[src/rtl/spi_reg_slave_if.sv]
// SPI pin bundle between a mode-0 master and the register-file responder.
interface spi_reg_slave_if;
    logic SCLK;
    logic MOSI;
    logic SS_n;
    logic MISO;

    modport master (
        output SCLK,
        output MOSI,
        output SS_n,
        input  MISO
    );

    modport slave (
        input  SCLK,
        input  MOSI,
        input  SS_n,
        output MISO
    );
endinterface

[src/rtl/spi_reg_slave.sv]
// SPI mode-0 register-file responder, oversampled in the clk domain.
// Define SPI_REG_SLAVE_MISO_HIZ_EN to tri-state MISO while deselected.
module spi_reg_slave #(
    parameter int          NUM_REGS    = 4,
    parameter int          SYNC_STAGES = 2,
    parameter logic [7:0]  STATUS_BYTE = 8'hA5,
    localparam int         AW          = $clog2(NUM_REGS)
) (
    input  logic                  clk,
    input  logic                  rst,
    spi_reg_slave_if.slave        spi,
    input  logic                  host_we,
    input  logic [AW-1:0]         host_addr,
    input  logic [7:0]            host_wdata,
    output logic [8*NUM_REGS-1:0] regs_flat,
    output logic [7:0]            rx_byte,
    output logic                  rx_done,
    output logic                  wr_strobe,
    output logic [AW-1:0]         wr_addr,
    output logic                  frame_err
);

    typedef enum logic [1:0] {
        IDLE,
        CMD,
        DATA
    } state_t;

    state_t state_q, state_d;

    logic [SYNC_STAGES-1:0] sclk_sync, ss_sync, mosi_sync;
    logic sclk_d, ss_d;
    logic sclk_s, ss_s, mosi_s;
    logic sclk_rise, sclk_fall, ss_fall, ss_rise;
    logic active, byte_done;

    logic [7:0]    regs [NUM_REGS];
    logic [6:0]    rx_shift;
    logic [7:0]    rx_next;
    logic [7:0]    tx_shift;
    logic [2:0]    bit_cnt;
    logic          load_pend;
    logic          cmd_wr;
    logic [AW-1:0] addr;

    assign sclk_s = sclk_sync[SYNC_STAGES-1];
    assign ss_s   = ss_sync[SYNC_STAGES-1];
    assign mosi_s = mosi_sync[SYNC_STAGES-1];

    // SS_n chain resets low so a select held across reset is not seen as a new frame.
    always_ff @(posedge clk) begin
        if (rst) begin
            sclk_sync <= '0;
            ss_sync   <= '0;
            mosi_sync <= '0;
            sclk_d    <= 1'b0;
            ss_d      <= 1'b0;
        end else begin
            sclk_sync <= {sclk_sync[SYNC_STAGES-2:0], spi.SCLK};
            ss_sync   <= {ss_sync[SYNC_STAGES-2:0], spi.SS_n};
            mosi_sync <= {mosi_sync[SYNC_STAGES-2:0], spi.MOSI};
            sclk_d    <= sclk_s;
            ss_d      <= ss_s;
        end
    end

    assign sclk_rise = sclk_s & ~sclk_d & ~ss_s;
    assign sclk_fall = ~sclk_s & sclk_d & ~ss_s;
    assign ss_fall   = ss_d & ~ss_s;
    assign ss_rise   = ~ss_d & ss_s;
    assign active    = (state_q != IDLE);
    assign rx_next   = {rx_shift, mosi_s};
    assign byte_done = active & sclk_rise & (bit_cnt == 3'd7);

    always_ff @(posedge clk) begin
        if (rst) begin
            state_q <= IDLE;
        end else begin
            state_q <= state_d;
        end
    end

    always_comb begin
        state_d = state_q;
        unique case (state_q)
            IDLE:    if (ss_fall) state_d = CMD;
            CMD:     if (byte_done) state_d = DATA;
            DATA:    state_d = DATA;
            default: state_d = IDLE;
        endcase
        if (ss_rise) state_d = IDLE;
    end

    always_ff @(posedge clk) begin
        if (rst) begin
            for (int i = 0; i < NUM_REGS; i++) regs[i] <= 8'h00;
            rx_shift  <= '0;
            rx_byte   <= 8'h00;
            tx_shift  <= 8'h00;
            bit_cnt   <= 3'd0;
            load_pend <= 1'b0;
            cmd_wr    <= 1'b0;
            addr      <= '0;
            wr_addr   <= '0;
            rx_done   <= 1'b0;
            wr_strobe <= 1'b0;
            frame_err <= 1'b0;
        end else begin
            rx_done   <= 1'b0;
            wr_strobe <= 1'b0;
            frame_err <= 1'b0;
            if (host_we) regs[host_addr] <= host_wdata;
            if (ss_rise) begin
                bit_cnt   <= 3'd0;
                load_pend <= 1'b0;
                frame_err <= (bit_cnt != 3'd0);
            end else if (!active) begin
                if (ss_fall) begin
                    tx_shift <= STATUS_BYTE;
                    bit_cnt  <= 3'd0;
                end
            end else begin
                if (sclk_rise) begin
                    rx_shift <= rx_next[6:0];
                    bit_cnt  <= bit_cnt + 3'd1;
                    if (bit_cnt == 3'd7) begin
                        rx_byte   <= rx_next;
                        rx_done   <= 1'b1;
                        load_pend <= 1'b1;
                        if (state_q == CMD) begin
                            cmd_wr <= rx_next[7];
                            addr   <= rx_next[AW-1:0];
                        end else begin
                            // Placed after the host write so the SPI write wins a tie.
                            if (cmd_wr) begin
                                regs[addr] <= rx_next;
                                wr_strobe  <= 1'b1;
                                wr_addr    <= addr;
                            end
                            addr <= addr + 1'b1;
                        end
                    end
                end
                if (sclk_fall) begin
                    load_pend <= 1'b0;
                    if (load_pend) begin
                        tx_shift <= cmd_wr ? 8'h00 : regs[addr];
                    end else begin
                        tx_shift <= {tx_shift[6:0], 1'b0};
                    end
                end
            end
        end
    end

    always_comb begin
        regs_flat = '0;
        for (int i = 0; i < NUM_REGS; i++) regs_flat[8*i +: 8] = regs[i];
    end

`ifdef SPI_REG_SLAVE_MISO_HIZ_EN
    assign spi.MISO = (ss_s || rst) ? 1'bz : tx_shift[7];
`else
    assign spi.MISO = ss_s ? 1'b0 : tx_shift[7];
`endif

endmodule

[src/flat_wrapper.sv]
// flat-port wrapper written by rule: the top's interface ports become plain ports
module spi_reg_slave_flat 
#(
    parameter int          NUM_REGS    = 4,
    parameter int          SYNC_STAGES = 2,
    parameter logic [7:0]  STATUS_BYTE = 8'hA5,
    localparam int         AW          = $clog2(NUM_REGS)
)
  (clk, rst, host_we, host_addr, host_wdata, regs_flat, rx_byte, rx_done, wr_strobe, wr_addr, frame_err, spi_SCLK, spi_MOSI, spi_SS_n, spi_MISO);
  spi_reg_slave_if spi_i ();
  input  logic clk;
  input  logic rst;
  input  logic host_we;
  input  logic [AW-1:0] host_addr;
  input  logic [7:0] host_wdata;
  output logic [8*NUM_REGS-1:0] regs_flat;
  output logic [7:0] rx_byte;
  output logic rx_done;
  output logic wr_strobe;
  output logic [AW-1:0] wr_addr;
  output logic frame_err;
  input wire logic [$bits(spi_i.SCLK)-1:0] spi_SCLK;
  input wire logic [$bits(spi_i.MOSI)-1:0] spi_MOSI;
  input wire logic [$bits(spi_i.SS_n)-1:0] spi_SS_n;
  output wire logic [$bits(spi_i.MISO)-1:0] spi_MISO;
  assign spi_i.SCLK = spi_SCLK;
  assign spi_i.MOSI = spi_MOSI;
  assign spi_i.SS_n = spi_SS_n;
  assign spi_MISO = spi_i.MISO;
  spi_reg_slave #(.NUM_REGS(NUM_REGS), .SYNC_STAGES(SYNC_STAGES), .STATUS_BYTE(STATUS_BYTE)) u_core (.clk(clk), .rst(rst), .spi(spi_i), .host_we(host_we), .host_addr(host_addr), .host_wdata(host_wdata), .regs_flat(regs_flat), .rx_byte(rx_byte), .rx_done(rx_done), .wr_strobe(wr_strobe), .wr_addr(wr_addr), .frame_err(frame_err));
endmodule
[config.mk]
export PLATFORM = sky130hd
export DESIGN_NAME = spi_reg_slave_flat
export DESIGN_NICKNAME = d
export VERILOG_FILES = /design/src/rtl/spi_reg_slave_if.sv /design/src/rtl/spi_reg_slave.sv /design/src/flat_wrapper.sv
export SDC_FILE = /design/constraint.sdc
export NUM_CORES = 1
export LEC_CHECK = 0
export ABC_CLOCK_PERIOD_IN_PS = 3800
export BUFFER_PORTS_ARGS = -buffer_cell sky130_fd_sc_hd__buf_2
export CAP_MARGIN = 15
export CELL_PAD_IN_SITES_DETAIL_PLACEMENT = 1
export CELL_PAD_IN_SITES_GLOBAL_PLACEMENT = 2
export CORE_ASPECT_RATIO = 1.75
export CORE_MARGIN = 8
export CORE_UTILIZATION = 30
export CTS_BUF_LIST = sky130_fd_sc_hd__clkbuf_8
export CTS_CLUSTER_DIAMETER = 120
export DETAILED_ROUTE_END_ITERATION = 10
export PLACE_DENSITY_LB_ADDON = 0.1
export SYNTH_ARGS = -nofsm -noshare
export SYNTH_HDL_FRONTEND = slang
export SYNTH_SLANG_ARGS = --single-unit
[constraint.sdc]
create_clock -name clk -period 3.8 [get_ports clk]
set_input_delay 0.19 -clock clk [delete_from_list [all_inputs] [get_ports clk]]
set_output_delay 0.19 -clock clk [all_outputs]
set_load 0.01 [all_outputs]
==> summary.txt, run 1 <==
Outcome
  • Status: finished, final reports clean

Placement
  • Routability congestion estimate: 0.765
  • Final HPWL DP: 8360 microns
  • Dpl ws: 1.11 ns
  • IO buf count: 61

Finish
  • Reg area: 1900 sq um
  • P&R area growth vs syn: 18.1%
  • Area of the multi-input gates: 1470 sq um
  • Final nets: 431
  • Share of layout cells above drive strength 1: 22.2%
  • Fill cell count: 1330
  • Fin util: 36.2%
  • Antenna Cells: 0

Yosys
  • Most common flop cell mapped by yosys: dfxtp_1
  • Post-Syn Instances: 351
  • Synth Warn #: 0
  • Distinct cell type count after synthesis: 43
  • Syn Area/Cell: 10.1 sq um
  • Post-synth ARST share: 0%
  • Synth top cells by count: dfxtp_1, nand2_1, nand3_1, o21ai_0, edfxtp_1
  • EDFF count, synth: 32
  • Top post-synthesis cells by area: edfxtp_1, dfxtp_1, nand3_1
  • Most common cell in the synthesized netlist: dfxtp_1
  • #FFs+latches synth: 79
  • Yosys top cell area share: 27.2%
  • Yosys top cell by area: edfxtp_1
  • Syn_nets: 376
  • Post-synthesis sequential area ratio: 53.8%
  • Syn Std Cell Area: 3530 sq um

GRT
  • Initial antenna violation count: 0
  • Tot GR Track Use: 14.2%
  • Vias in the first global route: 2883
  • First-pass GRT wire length: 16800 microns
  • Congestion Overflow GR: 0
  • Pin count of the biggest net entering global routing: 45

Route
  • Vias/cell: 5.09
  • Remaining DRCs: 0
  • Routed wire per std cell: 20.1 microns
  • Via count: 2775
  • Initial DRC Count: 111
  • ANT nets after route: 0
  • Final WL: 10900 microns
  • Drt pass-1 iters: 5

STA
  • Worst-case clock skew: 0.0146 ns
  • Final WS setup: 1.12 ns
  • Final Slew Violations: 0
  • Fin crit share: 70.5%
  • Setup tns final: 0 ns
  • Max Freq: 0.373 GHz
  • Slew margin rel.: 42.3%
  • Final Hold Fails: 0
  • Worst slew pin tran: 0.865 ns
  • # setup viols final: 0
  • Clock period minus worst slack: 2.68 ns
  • RSZ-0062 raised after global routing: no
  • Final hold slack: 0.0379 ns

Worst setup path
  • CP Class: reg2reg
  • CP Capture Type: register
  • Arr. time, crit path: 2.93 ns
  • Worst EP required: 4.05 ns
  • CP startpoint kind: register
  • Critical Path Fanout Max: 15

Pwr
  • Internal power: 1.39 mW
  • Cell area power density: 430 nW/um^2
  • Share of power burned in registers: 51.9%
  • Net Sw Power: 0.408 mW
  • Clock power frac: 41.4%
  • VDD IR max: 137 uV
  • Sw frac: 22.7%
  • Static Leak: 1.53 nW
  • Comb pwr share: 6.7%

Floorplan
  • Core Box Area: 11500 sq um
  • Die ar.: 15600 sq um
  • DIE HEIGHT: 160 microns
  • Starting Density: 30.7%
  • Row count: 52
  • Die Wd: 98.0 microns
  • I/O pin cnt: 62

Clocking
  • Total CTS buffers: 9
  • Worst-path clk slew: 0.08 ns
  • Post-CTS setup buffer count: 0
  • Post-cts resize count: 0
  • Cts hold-fix bufs: 0
  • Max Buffers Root-to-Sink: 2
  • Later-pin clock latency in the skew report: 0.36 ns
  • Clock H-tree levels: 3
  • Root Driver: clkbuf_8
  • CTS Sinks: 79
  • CTS tree: yes

Worst hold path
  • Worst Hold Class: in2reg

Job
  • Max cap viols: 0
[cell families after synthesis]
kind of cell | Yosys count | share of synthesized area, %
and+or+nand+nor | 130 | 19.2
DFF | 79 | 53.8
adders and majority gates | 9 | 3.19
AOI/OAI and AO/OA | 78 | 13.0
muxes | 15 | 6.09
buffers and inverters | 40 | 4.71
[metrics by stage]
stage	cells	instance area (sq um)	power, mW
after detailed placement	530	3940	1.08
after global placement	530	3940	1.08
after CTS	545	4170	1.82
after global routing	545	4170	1.86
after floorplan	351	3530	1.01
final	545	4170	1.80
[metal layers]
metal,GRT usage [%],vias up,share of wire [%]
met5,0,-,0
met4,6.21,0,2.5
met3,3.72,16,4.5
met2,26.3,64,54
met1,14.6,1335,39
li1,-,1360,-
[registers in the layout, summed over array words and instances (netlist names), named ones only]
register,cells
u_core.regs,32
u_core.rx_byte,8
u_core.tx_shift,8
u_core.rx_shift,7
u_core.bit_cnt,3
u_core.addr,2
u_core.mosi_sync,2
u_core.sclk_sync,2
u_core.ss_sync,2
u_core.state_q,2
u_core.wr_addr,2
u_core.cmd_wr,1
u_core.frame_err,1
u_core.load_pend,1
u_core.rx_done,1
u_core.sclk_d,1
u_core.ss_d,1
u_core.wr_strobe,1
[final timing paths]
check | from | end | slack, ns | cells past startpoint
min reg2reg | u_core.mosi_sync[0] | u_core.mosi_sync[1] | 0.44 | 1
min | spi_SCLK | u_core.sclk_sync[0] | 0.04 | 2
max | u_core.state_q[0] | register | 1.12 | 6
max reg2reg | u_core.state_q[0] | register | 1.12 | 6
[final cells by class]
cell class              count  share of cell area, %
inverters                  19                   1.71
repair buffers             65                   8.04
clock buffers               9                   2.97
flip-flops and latches     79                   45.6
well taps                 135                   4.05
multi-input cells         232                   35.1
clock inverters             6                   2.52
[power by group through the flow]
stage	Clock, mW	Sequential [mW]	Combinational (mW)
5_1_grt	0.794	0.936	0.132
6_report	0.743	0.932	0.121
2_1_floorplan	0	0.959	0.0491
3_5_place_dp	0	0.953	0.124
4_1_cts	0.762	0.933	0.124
3_3_place_gp	0	0.953	0.123
[placed cells by master (no fill, tap or decap), drive strengths merged, types with 3 or more instances in the layout]
| master | count |
|---|---|
| edfxtp | 32 |
| mux4 | 5 |
| nor2 | 18 |
| nand3 | 37 |
| dfxtp | 47 |
| nand2 | 39 |
| bufinv | 3 |
| a211oi | 3 |
| nor3 | 7 |
| o21ai | 34 |
| inv | 21 |
| a221o | 4 |
| a21oi | 23 |
| ha | 9 |
| clkbuf | 9 |
| and2 | 3 |
| a211o | 3 |
| a31oi | 3 |
| buf | 65 |
| mux2i | 8 |
| nor2b | 13 |
[worst max-delay path, cell delays in order (launching register included)]
cell and delay [ns]:
dfxtp_1 0.35, inv_1 0.07, ha_1 0.28, nor4b_4 0.61, and2_0 0.77, a21oi_1 0.17
a311oi_1 0.32
No activity file was read; power rests on OpenSTA's default activity.
==> run 2: changes to the inputs <==
Settings changed: ABC_CLOCK_PERIOD_IN_PS 3800 to 2520.
Clock period 3.8 ns to 2.52 ns, I/O delays scaled along.
==> run 2 against run 1 <==
Sequential share of layout area shrank 0.75 points. Design area grew 1.7%. Core utilization grew 0.61 points. Combinational power grew 58%. Worst hold slack gained 0.086 ns. Register-to-register slack lost 0.93 ns. Largest cell class unchanged.
==> summary.txt, run 2 (same netlist as run 1, synthesis figures left out) <==
Outcome
  • Status: finished, final reports clean

Worst setup path
  • CP Buf/Inv Count: 1 (unchanged)
  • Worst-path cell chain: inv_1 > ha_1 > or4b_1 > nor3_4 > a211o_1
  • Worst path max stage delay: 0.59 ns (-0.18 ns)
  • CP Capture Type: register
  • Worst EP required: 2.53 ns (-1.52 ns)
  • Top delay family on crit path: simple AND/OR/NAND/NOR gates
  • CP startpoint kind: register
  • Crit path launch: u_core.state_q[0]
  • CP Class: reg2reg
  • Critical Path Fanout Max: 8 (-7)
  • Slowest CP cell: or4b_1
  • Arr. time, crit path: 2.33 ns (-0.60 ns)
  • Worst r2r src: u_core.state_q[0]

Finish
  • Fill cell count: 1353 (+1.7%)
  • Largest reg by FF count: u_core.regs
  • Reg area: 1900 sq um (unchanged)
  • Most frequent cells in the layout: buf_2, dfxtp_1, nand2_1
  • Largest register FFs: 32 (unchanged)
  • Top flop regs: u_core.regs: 32 flops, u_core.rx_byte: 8 flops, u_core.tx_shift: 8 flops
  • Fin util: 36.8% (+0.61 points)
  • Share of layout cells above drive strength 1: 23.9% (+1.7 points)
  • Leading cell type in the layout, fill and taps excluded: buf_2
  • P&R area growth vs syn: 20.0%
  • Final nets: 446 (+3.5%)
  • Antenna Cells: 0 (unchanged)
  • Area of the multi-input gates: 1470 sq um (unchanged)

Floorplan
  • DIE HEIGHT: 160 microns (unchanged)
  • Starting Density: 30.7% (unchanged)
  • Die ar.: 15600 sq um (unchanged)
  • Row count: 52 (unchanged)
  • Die Wd: 98.0 microns (unchanged)
  • Core Box Area: 11500 sq um (unchanged)
  • I/O pin cnt: 62 (unchanged)

Clocking
  • Total CTS buffers: 9 (unchanged)
  • Root Driver: clkbuf_8
  • Post-cts resize count: 0 (unchanged)
  • Later-pin clock latency in the skew report: 0.35 ns (about the same)
  • Max Buffers Root-to-Sink: 2 (unchanged)
  • Clock H-tree levels: 3 (unchanged)
  • CTS Sinks: 79 (unchanged)
  • Worst-path clk slew: 0.08 ns (about the same)
  • CTS tree: yes

Worst hold path
  • Min-delay src: host_wdata[4]
  • Worst Hold Class: in2reg

GRT
  • Gr busiest metal: met2
  • Congestion Overflow GR: 0 (unchanged)
  • Pin count of the biggest net entering global routing: 26 (-42%)
  • Tot GR Track Use: 14.3% (+0.078 points)
  • M1 GR Usage: 15.1% (+0.57 points)
  • GR Util met2: 27.1% (+0.81 points)
  • M3 GR Usage: 3.06% (-0.66 points)
  • Vias in the first global route: 3068 (+6.4%)
  • First-pass GRT wire length: 17300 microns (+2.7%)
  • Initial antenna violation count: 0 (unchanged)

STA
  • # setup viols final: 0 (unchanged)
  • Final Hold Fails: 0 (unchanged)
  • Worst slew pin tran: 0.713 ns (-0.152 ns)
  • Final Slew Violations: 0 (unchanged)
  • RSZ-0062 raised after global routing: no
  • Slew margin rel.: 52.3% (+9.9 points)
  • Fin crit share: 92.2% (+22 points)
  • Clock period minus worst slack: 2.32 ns (-0.354 ns)
  • Worst-case clock skew: 0.00733 ns (-0.00729 ns)
  • Setup tns final: 0 ns (unchanged)
  • Max Freq: 0.430 GHz (+15%)

Route
  • Routed wire per std cell: 19.8 microns (-1.4%)
  • Remaining DRCs: 0 (unchanged)
  • Via count: 2870 (+3.4%)
  • Initial DRC Count: 51 (-54%)
  • Final WL: 11100 microns (+1.5%)
  • Vias/cell: 5.12 (+0.47%)
  • ANT nets after route: 0 (unchanged)
  • Drt pass-1 iters: 4 (-1)

Placement
  • Routability congestion estimate: 0.766 (about the same)
  • IO buf count: 61 (unchanged)
  • Final HPWL DP: 8560 microns (+2.3%)

Pwr
  • Cell area power density: 588 nW/um^2 (+37%)
  • Static Leak: 1.57 nW (+3.1%)
  • VDD IR max: 290 uV (+110%)

Job
  • Max cap viols: 0 (unchanged)
==> run 2: cell types whose count changed in the layout (fill, tap and decap cells not counted), sizes merged <==
cell and change:
buf +12, clkinv +5, dlygate4sd3 +3, bufinv -2, clkinvlp -1, inv -1
==> run 2: what timing repair did <==
| item | in CTS | in global routing |
|---|---|---|
| endpoints found under the setup margin | 0 | 2 |
| hold buffers | 3 | 0 |
| endpoints found under the hold margin | 3 | 0 |
| buffers inserted | 0 | 0 |
==> run 2: cell type report <==
type	count	area share [%]
Clock buffer	9	2.92
Clock inverter	7	1.30
Inverter	19	1.68
Multi-Input combinational cell	232	34.5
Sequential cell	79	44.8
Tap cell	135	3.98
Timing Repair Buffer	80	10.7
==> run 2: final timing paths <==
check | depth (start not counted) | end | slack, ns
max | 5 | u_core.regs[1][0] | 0.20
min | 3 | u_core.regs[3][4] | 0.12
max reg2reg | 5 | u_core.regs[1][0] | 0.20
min reg2reg | 1 | u_core.mosi_sync[1] | 0.44
==> run 2: metal layers <==
| layer | vias up | wire length [microns] |
|---|---|---|
| li1 | 1388 | - |
| met1 | 1425 | 4520 |
| met2 | 50 | 6070 |
| met3 | 7 | 394 |
| met4 | 0 | 116 |
| met5 | - | 0 |
==> run 2: worst register-to-register path, stage by stage, from the launching register on <==
cell     delay (ns)
dfxtp_1        0.38
inv_1          0.08
ha_1           0.21
or4b_1         0.59
nor3_4         0.30
a211o_1        0.43
==> run 2: report_power, final <==
group          total, mW  switching (mW)  internal [mW]  leakage [nW]
registers           1.40          0.0256           1.38         0.694
logic              0.191           0.116         0.0752         0.782
clock network      0.899           0.458          0.441        0.0967
total               2.49           0.599           1.89          1.57
==> run 2: per-stage QoR <==
step / std cells / worst slack [ns] / cell area (sq um) / power, mW / hold WS, ns
after floorplan: 351 / 0.299 / 3530 / 1.52 / 0.254
after global placement: 542 / 0.261 / 4030 / 1.62 / 0.338
after detailed placement: 542 / 0.199 / 4030 / 1.63 / 0.344
after CTS: 561 / 0.156 / 4240 / 2.53 / 0.116
after global routing: 561 / 0.0230 / 4240 / 2.59 / 0.129
final: 561 / 0.196 / 4240 / 2.49 / 0.124
==> run 3: changes to the inputs <==
Settings changed: CORE_ASPECT_RATIO 1.75 to 1.1.
==> run 3 against run 2 <==
Global-route usage grew 0.35 points. Via count fell by 0.49%. Sequential power barely moved. Die area shrank 0.85%. Critical endpoint is now u_core.regs[3][3]. Fmax increased by 0.62%. Combinational power down 6%.
==> summary.txt, run 3 (same netlist as run 1, synthesis figures left out) <==
Clocking
  • Worst-path clk slew: 0.08 ns (about the same)
  • Later-pin clock latency in the skew report: 0.35 ns (about the same)
  • CTS Sinks: 79 (unchanged)
  • Total CTS buffers: 9 (unchanged)
  • Root Driver: clkbuf_8
  • CTS tree: yes
  • Clock H-tree levels: 3 (unchanged)
  • Max Buffers Root-to-Sink: 2 (unchanged)

Finish
  • Largest reg by FF count: u_core.regs
  • P&R area growth vs syn: 21.2%
  • Top flop regs: u_core.regs: 32 flops, u_core.rx_byte: 8 flops, u_core.tx_shift: 8 flops
  • Antenna Cells: 0 (unchanged)
  • Largest register FFs: 32 (unchanged)
  • Fin util: 37.3% (+0.44 points)
  • Leading cell type in the layout, fill and taps excluded: buf_2
  • Final nets: 444 (-0.45%)
  • Fill cell count: 1342 (-0.81%)
  • Reg area: 1900 sq um (unchanged)
  • Most frequent cells in the layout: buf_2, dfxtp_1, nand2_1
  • Area of the multi-input gates: 1470 sq um (unchanged)
  • Finished Layout Cells: 574 (+2.3%)
  • Share of layout cells above drive strength 1: 23.8% (-0.12 points)

Placement
  • Dpl cells: 555 (+2.4%)
  • IO buf count: 61 (unchanged)
  • Routability congestion estimate: 0.767 (+0.16%)
  • Final HPWL DP: 8330 microns (-2.6%)

Route
  • Routed wire per std cell: 19.3 microns (-2.5%)
  • Final WL: 11100 microns (-0.29%)
  • Initial DRC Count: 193 (+280%)
  • Drt pass-1 iters: 4 (unchanged)
  • Remaining DRCs: 0 (unchanged)
  • Vias/cell: 4.98 (-2.7%)
  • ANT nets after route: 0 (unchanged)
  • Via count: 2856 (-0.49%)

GRT
  • Tot GR Track Use: 14.7% (+0.35 points)
  • Initial antenna violation count: 0 (unchanged)
  • Congestion Overflow GR: 0 (unchanged)
  • Pin count of the biggest net entering global routing: 39 (+50%)
  • Vias in the first global route: 2965 (-3.4%)
  • First-pass GRT wire length: 17300 microns (+0.40%)

Worst setup path
  • Worst EP required: 2.53 ns (about the same)
  • Crit path launch: u_core.state_q[0]
  • Worst path max stage delay: 0.60 ns (about the same)
  • CP startpoint kind: register
  • Worst reg2reg path depth: 6 (+1)
  • Slowest CP cell: or4b_1
  • Levels on crit path: 6 (+1)
  • Worst-path cell chain: inv_1 > ha_1 > or4b_1 > nor3_4 > nand2_1 > nand2_1
  • Arr. time, crit path: 2.32 ns (about the same)
  • Worst Setup EP: u_core.regs[3][3]
  • Critical path's most frequent cell: nand2_1
  • CP Class: reg2reg
  • Critical Path Fanout Max: 8 (unchanged)
  • Worst r2r src: u_core.state_q[0]
  • RR Endpoint: u_core.regs[3][3]
  • CP Buf/Inv Count: 1 (unchanged)
  • Top delay family on crit path: simple AND/OR/NAND/NOR gates
  • CP Capture Type: register
  • R2R setup slack: 0.21 ns (about the same)

Pwr
  • VDD IR max: 243 uV (-16%)
  • Pwr Total: 2.64 mW (+5.8%)
  • Static Leak: 1.58 nW (+0.65%)
  • Cell area power density: 616 nW/um^2 (+4.7%)

Floorplan
  • DIE HEIGHT: 130 microns (-19%)
  • Starting Density: 30.7% (+0.067 points)
  • Die Wd: 119 microns (+22%)
  • Core Box Area: 11500 sq um (-0.22%)
  • Die ar.: 15500 sq um (-0.85%)
  • Row count: 41 (-21%)
  • I/O pin cnt: 62 (unchanged)

Job
  • Max cap viols: 0 (unchanged)

STA
  • RSZ-0062 raised after global routing: no
  • Worst slew pin tran: 0.748 ns (+0.0355 ns)
  • Final Slew Violations: 0 (unchanged)
  • Fin crit share: 91.6% (-0.57 points)
  • Final Hold Fails: 0 (unchanged)
  • Slew margin rel.: 49.9% (-2.4 points)
  • Setup tns final: 0 ns (unchanged)
  • # setup viols final: 0 (unchanged)
  • Clock period minus worst slack: 2.31 ns (-0.0144 ns)
  • Max Freq: 0.433 GHz (+0.62%)
  • Worst-case clock skew: 0.00759 ns (+0.000261 ns)

Worst hold path
  • Worst Hold Class: in2reg

Outcome
  • Status: finished, final reports clean
run 3: how the worst min path moves through the flow:
stage,start,end,slack [ns],cells after the start
5_1_grt,rst,u_core.sclk_d,0.1,2
3_5_place_dp,spi_SCLK,u_core.sclk_sync[0],0.35,2
2_1_floorplan,spi_MOSI,u_core.mosi_sync[0],0.25,1
6_report,rst,u_core.sclk_d,0.09,2
4_1_cts,rst,u_core.sclk_d,0.06,2
3_3_place_gp,spi_SS_n,u_core.ss_sync[0],0.35,2
run 3: cell type report:
type,count,area share [%]
Clock buffer,10,3.21
Clock inverter,6,1.84
Inverter,19,1.67
Multi-Input combinational cell,232,34.2
Sequential cell,79,44.4
Tap cell,150,4.38
Timing Repair Buffer,78,10.3
run 3: per-layer routing:
| metal | wire, microns | GRT usage [%] | vias up |
|---|---|---|---|
| met5 | 0 | 0 | - |
| met3 | 501 | 3.67 | 9 |
| met2 | 4980 | 22.3 | 61 |
| met1 | 5440 | 20.0 | 1400 |
| met4 | 148 | 4.63 | 0 |
| li1 | - | - | 1386 |
run 3: power by group:
part / internal [mW] / switching (mW)
combinational: 0.0721 / 0.108
clock: 0.575 / 0.464
sequential: 1.38 / 0.0388
run 3: per-stage QoR:
stage	hold WS, ns	setup slack, ns	cell area [sq um]
after global placement	0.346	0.307	4040
after floorplan	0.254	0.299	3530
after global routing	0.0952	0.0464	4280
after CTS	0.0610	0.218	4280
after detailed placement	0.346	0.232	4040
final	0.0877	0.211	4280
run 3: repair_timing:
item                                   CTS  global route
buffers inserted                         0             0
endpoints found under the hold margin    3             0
hold buffers                             3             0
gates resized for setup                  0             0
